`src/rtl/amstrad_raster_irq.sv`:
```
// Raster interrupt generator for the Amstrad gate array: a periodic HSYNC-count
// source with VSYNC resync, plus a programmable raster-line (PRI) source.
module amstrad_raster_irq #(
  parameter int CNT_W    = 6,
  parameter int PERIOD   = 52,
  parameter int VS_DELAY = 2,
  parameter int LINE_W   = 9
) (
  input  logic              CLK,
  input  logic              RESET,
  input  logic              CE,
  input  logic              crtc_hs,
  input  logic              crtc_vs,
  input  logic              INTack,
  input  logic              WE,
  input  logic [7:0]        D,
  input  logic              pri_en,
  input  logic [LINE_W-1:0] pri_line,
  output logic              INT,
  output logic              INT_SRC,
  output logic [LINE_W-1:0] LINE
);

  logic [CNT_W-1:0]  cnt, cnt_n;
  logic [2:0]        delay, delay_n;
  logic [LINE_W-1:0] line_n, line_inc;
  logic              old_hs, old_vs;
  logic              gen_irq, gen_n, pri_irq, pri_n;
  logic              hs_fall, vs_rise, ga_clr;

  always_comb begin
    hs_fall  = CE & old_hs & ~crtc_hs;
    vs_rise  = CE & ~old_vs & crtc_vs;
    line_inc = (&LINE) ? LINE : LINE + 1'b1;
    ga_clr   = WE & (D ==? 8'b10?1_????);

    cnt_n   = cnt;
    delay_n = delay;
    line_n  = LINE;
    gen_n   = gen_irq;
    pri_n   = pri_irq;

    // Raises first; acknowledge and the GA clear are applied afterwards so they win.
    if (hs_fall) begin
      if (delay != 3'd0) delay_n = delay - 3'd1;
      if (delay == 3'd1) begin
        cnt_n = '0;
        if (cnt[CNT_W-1] && !pri_en) gen_n = 1'b1;
      end else if (cnt == CNT_W'(PERIOD - 1)) begin
        cnt_n = '0;
        gen_n = ~pri_en;
      end else begin
        cnt_n = cnt + 1'b1;
      end
      line_n = line_inc;
      if (pri_en && line_inc == pri_line) pri_n = 1'b1;
    end

    if (vs_rise) begin
      delay_n = 3'(VS_DELAY);
      line_n  = '0;
    end

    if (!pri_en) pri_n = 1'b0;

    if (INTack) begin
      if (pri_irq) begin
        pri_n = 1'b0;
      end else begin
        gen_n            = 1'b0;
        cnt_n[CNT_W-1]   = 1'b0;
      end
    end

    if (ga_clr) begin
      cnt_n = '0;
      gen_n = 1'b0;
    end
  end

  always_ff @(posedge CLK) begin
    if (RESET) begin
      cnt     <= '0;
      delay   <= '0;
      LINE    <= '0;
      gen_irq <= 1'b0;
      pri_irq <= 1'b0;
      INT     <= 1'b0;
      INT_SRC <= 1'b0;
      old_hs  <= 1'b0;
      old_vs  <= 1'b0;
    end else begin
      cnt     <= cnt_n;
      delay   <= delay_n;
      LINE    <= line_n;
      gen_irq <= gen_n;
      pri_irq <= pri_n;
      INT     <= gen_irq | pri_irq;
      INT_SRC <= pri_irq;
      if (CE) begin
        old_hs <= crtc_hs;
        old_vs <= crtc_vs;
      end
    end
  end

endmodule

```
`config.mk`:
```
export PLATFORM = sky130hd
export DESIGN_NAME = amstrad_raster_irq
export DESIGN_NICKNAME = d
export VERILOG_FILES = /design/src/rtl/amstrad_raster_irq.sv
export SDC_FILE = /design/constraint.sdc
export NUM_CORES = 1
export LEC_CHECK = 0
export ABC_AREA = 1
export ABC_CLOCK_PERIOD_IN_PS = 2400
export BUFFER_PORTS_ARGS = -buffer_cell sky130_fd_sc_hd__buf_2
export CAP_MARGIN = 40
export CORE_ASPECT_RATIO = 0.75
export CORE_MARGIN = 4
export CORE_UTILIZATION = 25
export DETAILED_ROUTE_END_ITERATION = 7
export HOLD_SLACK_MARGIN = 0.1
export SYNTH_ARGS = -nofsm -noshare
export SYNTH_HDL_FRONTEND = slang
export SYNTH_SLANG_ARGS = --single-unit
```
`constraint.sdc`:
```
create_clock -name CLK -period 2.4 [get_ports CLK]
set_clock_uncertainty 0.05 [all_clocks]
set_input_delay 0.48 -clock CLK [delete_from_list [all_inputs] [get_ports CLK]]
set_output_delay 0.48 -clock CLK [all_outputs]
set_load 0.02 [all_outputs]
```
* Yosys cells after proc, flatten, opt, wreduce, memory -nomap -nowiden *
Index checks and enable logic that the tools add are counted.

word-level totals
  memory bits (read-only) = 0
  memory bits (writable) = 0
  output and inout port bits = 11
  bits of input ports = 25
  register bits = 24
  memories kept = 0
  word-level logic and storage cells = 58
  bits in latches = 0

operators by class
  equality and inequality tests = 4
  shifts and indexed selects = 0
  bitwise operators = 9
  divide/modulo/power cells = 0
  reductions and logical operators = 11
  multiply operators = 0
  order comparisons = 0
  add/subtract/negate cells = 3
  multiplexer cells = 20

operator list
  operator               number
  $mux W6                3
  $mux W1                13
  $add A9 B1 Y9 const B  1
  $eq A9 B9 Y1           1
  $mux W9                1
  $reduce_and A9 Y1      1
  $add A6 B1 Y6 const B  1
  $eq A6 B6 Y1 const B   1
  $mux W2                3
  $and A1 B1 Y1          5
  $reduce_and A2 Y1      2
  $reduce_bool A2 Y1     2
  $reduce_or A2 Y1       2
  $eq A3 B1 Y1 const B   1
  $eq A3 B3 Y1 const B   1
  $not A1 Y1             3
  $reduce_bool A3 Y1     1
  $sub A3 B1 Y3 const B  1
  $logic_and A1 B1 Y1    2
  $logic_not A1 Y1       1
  $or A1 B1 Y1           1

* Longest topological paths before layout *
Gate-level depths: netlist of run 1.

  word-level depth = 9
  mapped depth = 12
  gate-level depth less buffers = 12

* Worst setup path after synthesis of run 1 *
No wires, ideal clock.

  kind = reg2reg
  from = register LINE[1]
  to = register pri_irq
  required time = 2284 ps
  path buffers = 0
  clock period less this slack = 1817 ps
  library setup time = 66 ps
  arrival time = 1701 ps
  path slack = 583 ps
  cell stages (with the launch flop) = 9
  cell sequence = dfxtp_1 ha_1 nand2_2 nor2_4 nand3_4 xnor3_4 nor2_1 nand3_2 a21oi_2

between the ends
  cells in the longest elaborated chain, start to end = 9
  elaborated cells between the ends (all ways) = 10
  those cells by class = 1 x add/sub; 1 x eq/ne; 6 x mux; 2 x reduce/logical

ends and longest elaborated chain
  what                                                       line  text
  from (decl)                                                21    output logic [LINE_W-1:0] LINE
  from (signal assigned)                                     95    LINE <= line_n;
  $add A9 B1 Y9 / $reduce_and A9 Y1 (equally long branches)  34    line_inc = (&LINE) ? LINE : LINE + 1'b1;
  $mux W9 (*)                                                34
  $eq A9 B9 Y1 (*)                                           56    if (pri_en && line_inc == pri_line) pri_n = 1'b1;
  $logic_and A1 B1 Y1 (*)                                    56
  $mux W1 (*)                                                56
  $mux W1 (*)                                                44    if (hs_fall) begin
  $mux W1 (*)                                                64    if (!pri_en) pri_n = 1'b0;
  $mux W1                                                    67    if (pri_irq) begin
  $mux W1 (*)                                                66    if (INTack) begin
  to (signal assigned)                                       97    pri_irq <= pri_n;
  to (decl)                                                  28    logic gen_irq, gen_n, pri_irq, pri_n;

Every way passes the cells marked *; elsewhere a longest branch is shown, timed or not.
A chain may end at the register's enable or synchronous reset.

* Final worst setup path of run 1 *
Same ends and word-level chain as after synthesis.

==> run summary, run 1 <==
Antenna cells - 0
Total track usage - 10.4%
Period minus WS final - 1980 ps
# port buffers - 30
Nets@finish - 276
Grt met1 use - 14.5%
Critical path class - reg2reg
Synth cell types - 32
Post-Syn Area - 1450 sq um
Tcrit/Tclk final - 82.4%
Leakage - 0.821 nW
Vias in the first global route - 1244
Via count - 1400
Cell Area, Placed - 1680 sq um
Global route hottest layer - met2
Syn Inst Count - 214
Area share of fa/ha/maj cells after synthesis - 2.60%
Initial antenna violation count - 0
Initial DRC count - 85
Synth Area in Simple Gates - 35.7%
R2R Setup Slk - 420 ps
P&R area growth vs syn - 21.5%
Crit start category - register
Hold Vio Cnt, Final - 0
Complex-gate fraction of the synthesized area - 13.9%
Synthesized Nets - 242
First-pass GRT wire length - 5810 microns
Drt pass-1 iters - 4
Largest family of logic cells by synthesized area - simple AND/OR/NAND/NOR gates
Slowest cell on the critical path - dfxtp_1
Tightest Hold Check Type - in2reg
Routability Congestion - 0.774
Clk sinks - 24
Syn avg cell area - 6.75 sq um
Ys Warns - 0
Status - completed
EDFF count, synth - 0
Gr ovfl total - 0
Unrepaired setup endpoints after global routing - false
Largest net degree at the start of global routing - 17
Slew headroom - 73.5%
Die Span Y - 73.8 microns
Max IR drop VDD - 0.264 mV
# DRC - 0
DIE WIDTH - 95.8 microns
Worst r2r path cells - 8
Final wirelength - 3370 microns
CP Max Fanout - 16
I/O pins - 36
Nature of the critical path endpoint - register
Ratio of cells with drive above 1 in the final layout - 19.8%
Clock buffer depth - 2
XOR/XNOR share of the synthesized area - 4.85%
Max Slew Vio Count - 0
Most frequent cells in the layout - 49 x nand2_1, 30 x inv_1, 30 x buf_2, 28 x nor2_1, 24 x dfxtp_1
Vias per inst - 4.35
Post-CTS setup buffer count - 0
Cts bufs inserted - 3
Yosys reg bits - 24
Die area - 7070 sq um
Post-DR wirelength/cell - 10.5 microns
Least-Margin Pin Slew - 395 ps
ANT nets after route - 0
CP startpoint - LINE[1]$_SDFFE_PP0P_
Crit-path max cell delay - 430 ps
Power Dens Cells - 496 nW/um^2
Depth of the CTS H-tree - 1
Clk root buf - clkbuf_8
Initial core utilization - 26.4%
PostCTS Resize Cnt - 0
Hold buffers post-CTS - 0
Setup tns final - 0 ps
Clk slew on worst S/H paths - 90 ps
Cell area after layout - 1760 sq um
Mux cell area share after synthesis - 0%
Seq/Total Area, Yosys - 33.2%
Core area - 5470 sq um
Crit-path cells - ha_1 > nand2_2 > nor2_4 > nand3_4 > xnor3_4 > nor2_1 > nand3_2 > a21oi_2
CTS tree - yes
Worst r2r dst - pri_irq$_SDFF_PP0_
Final setup viols - 0
Commonest non-fill, non-tap cell in the layout - nand2_1
Global Route met2 Usage - 15.9%
FFs w/ async S/R, synth - 0%
CP arrival - 2140 ps
Maxcap violations - 0
Top FF cell, synth - dfxtp_1
GR Layer Usage met3 - 2.66%
Achievable Freq - 0.506 GHz
Crit path to - pri_irq$_SDFF_PP0_
Standard-cell rows - 23
Worst-Skew Late Latency - 270 ps
WP data required - 2560 ps
DP HPWL - 2660 microns
FF-to-FF Start - LINE[1]$_SDFFE_PP0P_
-- cell type report --
class | count | area (sq um)
Inverter | 32 | 120
Tap cell | 75 | 93.8
Clock inverter | 1 | 30.0
Timing Repair Buffer | 32 | 165
Clock buffer | 3 | 41.3
Sequential cell | 24 | 480
Multi-Input combinational cell | 155 | 825
Fill cell | 603 | 3710
-- metrics by stage --
step | cells | worst slack (ps) | hold WS [ps] | power, mW | utilization [%]
final | 322 | 423 | 386 | 0.870 | 32.1
after global routing | 322 | 222 | 380 | 0.913 | 32.1
after CTS | 322 | 401 | 380 | 0.882 | 32.1
after detailed placement | 318 | 436 | 405 | 0.515 | 30.8
after global placement | 318 | 460 | 399 | 0.513 | 30.8
after floorplan | 214 | 583 | 383 | 0.478 | -
-- registers in the layout (all words and copies together) (netlist names) --
signal,count
INT,1
INT_SRC,1
LINE,9
cnt,6
delay,3
gen_irq,1
old_hs,1
old_vs,1
pri_irq,1
-- layer usage --
metal  up-vias  wire, microns
met3         5            183
met4         0             34
met5         -              0
met2        32           1470
li1        761              -
met1       602           1680
-- worst min path at each step --
stage	to	cells after the start	startpoint	slack [ps]
floorplan	old_vs$_SDFFE_PP0P_	2	old_vs$_SDFFE_PP0P_	380
global placement	old_vs$_SDFFE_PP0P_	2	old_vs$_SDFFE_PP0P_	400
detailed placement	INT$_SDFF_PP0_	2	gen_irq$_SDFF_PP0_	400
CTS	old_vs$_SDFFE_PP0P_	2	RESET	380
global route	old_vs$_SDFFE_PP0P_	2	RESET	380
finish	old_vs$_SDFFE_PP0P_	2	RESET	390
-- where the power goes --
| group | total [mW] | internal, mW | switching, mW |
|---|---|---|---|
| clock | 0.365 | 0.223 | 0.141 |
| combinational | 0.0913 | 0.0394 | 0.0519 |
| sequential | 0.414 | 0.406 | 0.00812 |
-- kinds of logic (layout without fill, tap and decap cells) --
| kind of cell | after synthesis | count (layout) |
|---|---|---|
| adders and majority gates | 3 | 3 |
| AOI/OAI and AO/OA | 36 | 36 |
| xor gates and xnor gates | 6 | 6 |
| DFF | 24 | 24 |
| and+or+nand+nor | 110 | 110 |
| buffers and inverters | 35 | 68 |
-- cells in the mapped netlist, types with 2 or more instances --
| master | n | area, sq um |
|---|---|---|
| inv_1 | 30 | 113 |
| nand2_1 | 49 | 184 |
| ha_1 | 3 | 37.5 |
| nor2_4 | 2 | 22.5 |
| a31oi_1 | 3 | 18.8 |
| nand3b_1 | 4 | 30.0 |
| xor2_1 | 4 | 35.0 |
| nor2_2 | 2 | 12.5 |
| nor2_1 | 28 | 105 |
| nor3_1 | 6 | 30.0 |
| nand3_2 | 4 | 40.0 |
| o21ai_0 | 16 | 80.1 |
| dfxtp_1 | 24 | 480 |
| nand3_1 | 11 | 55.1 |
| a21oi_1 | 11 | 55.1 |
-- worst max-delay path, delay by kind of cell, from the launching register on --
family,cells,cell delay [ps]
and+or+nand+nor,5,720
adders and majority gates,1,230
DFF,1,430
AOI/OAI and AO/OA,1,110
xor gates and xnor gates,1,360
Note: power is estimated with default switching activity, not from simulation.
==> inputs of run 2 (changes only) <==
--- a/config.mk
+++ b/config.mk
@@ -6,7 +6,7 @@
 export NUM_CORES = 1
 export LEC_CHECK = 0
 export ABC_AREA = 1
-export ABC_CLOCK_PERIOD_IN_PS = 2400
+export ABC_CLOCK_PERIOD_IN_PS = 1800
 export BUFFER_PORTS_ARGS = -buffer_cell sky130_fd_sc_hd__buf_2
 export CAP_MARGIN = 40
 export CORE_ASPECT_RATIO = 0.75
==> constraint.sdc (replaced) <==
create_clock -name CLK -period 1.8 [get_ports CLK]
set_clock_uncertainty 0.05 [all_clocks]
set_input_delay 0.36 -clock CLK [delete_from_list [all_inputs] [get_ports CLK]]
set_output_delay 0.36 -clock CLK [all_outputs]
set_load 0.02 [all_outputs]
==> run 2 against run 1 <==
Effect of this change:
- flip-flop and latch count did not move
- design area rose by 4.3%
- clock power fell by 14%
- setup slack got worse by 300 ps
- total power rose by 14%
==> run summary, run 2 (synthesis results as in run 1) <==
Tightest Hold Check Type - in2reg
ANT nets after route - 0
Post-DR wirelength/cell - 10.2 microns
Final setup viols - 0
Clk sinks - 24
Power Dens Cells - 544 nW/um^2
Die area - 7070 sq um
# DRC - 0
Clk root buf - clkbuf_8
I/O pins - 36
DIE WIDTH - 95.8 microns
Nature of the critical path endpoint - register
Unrepaired setup endpoints after global routing - false
Net Sw Frac - 24.7%
Gr ovfl total - 0
Die Span Y - 73.8 microns
Final Util - 33.5%
WP data required - 1950 ps
Standard-cell rows - 23
Cell Area, Placed - 1770 sq um
Top flop regs - LINE (9), cnt (6), delay (3)
Maxcap violations - 0
Comb power frac - 13.3%
Max Slew Vio Count - 0
CP arrival - 1830 ps
Clock buffer depth - 2
Cell family with most CP delay - simple AND/OR/NAND/NOR gates
Vias in the first global route - 1226
Crit-path max cell delay - 360 ps
Design internal power - 0.750 mW
First-pass GRT wire length - 5580 microns
Achievable Freq - 0.596 GHz
Min-delay src - RESET
Crit start category - register
Commonest non-fill, non-tap cell in the layout - nand2_1
Largest Register - LINE
Final wirelength - 3390 microns
Hold Slack - 283 ps
# port buffers - 30
Post-CTS setup buffer count - 0
Filler cells - 608
Cell area after layout - 1830 sq um
Largest net degree at the start of global routing - 15
Status - completed
CP Max Fanout - 11
Buffers plus inverters on the worst setup path - 0
P&R area growth vs syn - 26.7%
Psw - 0.245 mW
CTS tree - yes
Nets@finish - 287
Leakage - 0.876 nW
Initial antenna violation count - 0
Vias per inst - 4.28
Most frequent cells in the layout - 49 x nand2_1, 30 x inv_1, 30 x buf_2, 27 x nor2_1, 22 x dfxtp_1
Clk slew on worst S/H paths - 80 ps
Total track usage - 10.0%
Crit-path cells - ha_4 > nand2_4 > nor2_4 > nand3_4 > xnor3_4 > nor2_1 > nand3_2 > a21oi_2
Depth of the CTS H-tree - 1
Ratio of cells with drive above 1 in the final layout - 24.5%
Critical path class - reg2reg
Slew headroom - 74.1%
Via count - 1421
Cts bufs inserted - 3
Routability Congestion - 0.775
Max reg flops - 9
Slowest cell on the critical path - dfxtp_2
CP startpoint - LINE[0]$_SDFFE_PP0P_
Clock share of power - 31.5%
Drt pass-1 iters - 4
Setup tns final - 0 ps
Hold Vio Cnt, Final - 0
Tcrit/Tclk final - 93.2%
Initial core utilization - 26.4%
Least-Margin Pin Slew - 385 ps
Initial DRC count - 131
Sequential power share - 55.3%
Max IR drop VDD - 0.353 mV
Core area - 5470 sq um
Antenna cells - 0
Period minus WS final - 1680 ps
Worst-Skew Late Latency - 260 ps
FF-to-FF Start - LINE[0]$_SDFFE_PP0P_
DP HPWL - 2770 microns
[run 2: through the flow]
step	setup WS (ps)	std cells	power, mW
2_1_floorplan	101	214	0.637
3_3_place_gp	110	329	0.692
3_5_place_dp	96.8	329	0.693
4_1_cts	76.4	332	1.02
5_1_grt	12.1	332	1.05
6_report	122	332	0.995
[run 2: routing by layer]
layer / global-route usage, % / vias up / wire length (microns)
li1: - / 777 / -
met4: 1.42 / 0 / 10
met5: 0 / - / 0
met2: 15.0 / 33 / 1470
met3: 2.35 / 2 / 135
met1: 14.8 / 609 / 1770
[run 2: timing repair]
action / in CTS / in global routing
setup endpoints to repair: 0 / 1
resized for setup: 0 / 4
hold buffers: 0 / 0
[run 2: final cells by class]
type	count	area (sq um)	area share, %
clock buffers	3	41.3	2.26
inverters	32	120	6.56
multi-input cells	155	845	46.1
flip-flops and latches	24	483	26.4
well taps	75	93.8	5.13
repair buffers	43	248	13.5
[run 2: final timing paths]
kind,depth (start not counted),slack [ps],end
worst max-delay path,8,120,pri_irq$_SDFF_PP0_
worst min-delay path,2,280,INT$_SDFF_PP0_
worst max register to register,8,120,pri_irq$_SDFF_PP0_
worst min register to register,2,420,old_vs$_SDFFE_PP0P_
[run 2: power groups by stage]
stage          sequential, mW  clock, mW  combinational (mW)
6_report                0.550      0.313               0.132
5_1_grt                 0.552      0.352               0.150
4_1_cts                 0.549      0.339               0.132
3_5_place_dp            0.561          0               0.131
3_3_place_gp            0.561          0               0.131
2_1_floorplan           0.568          0              0.0687
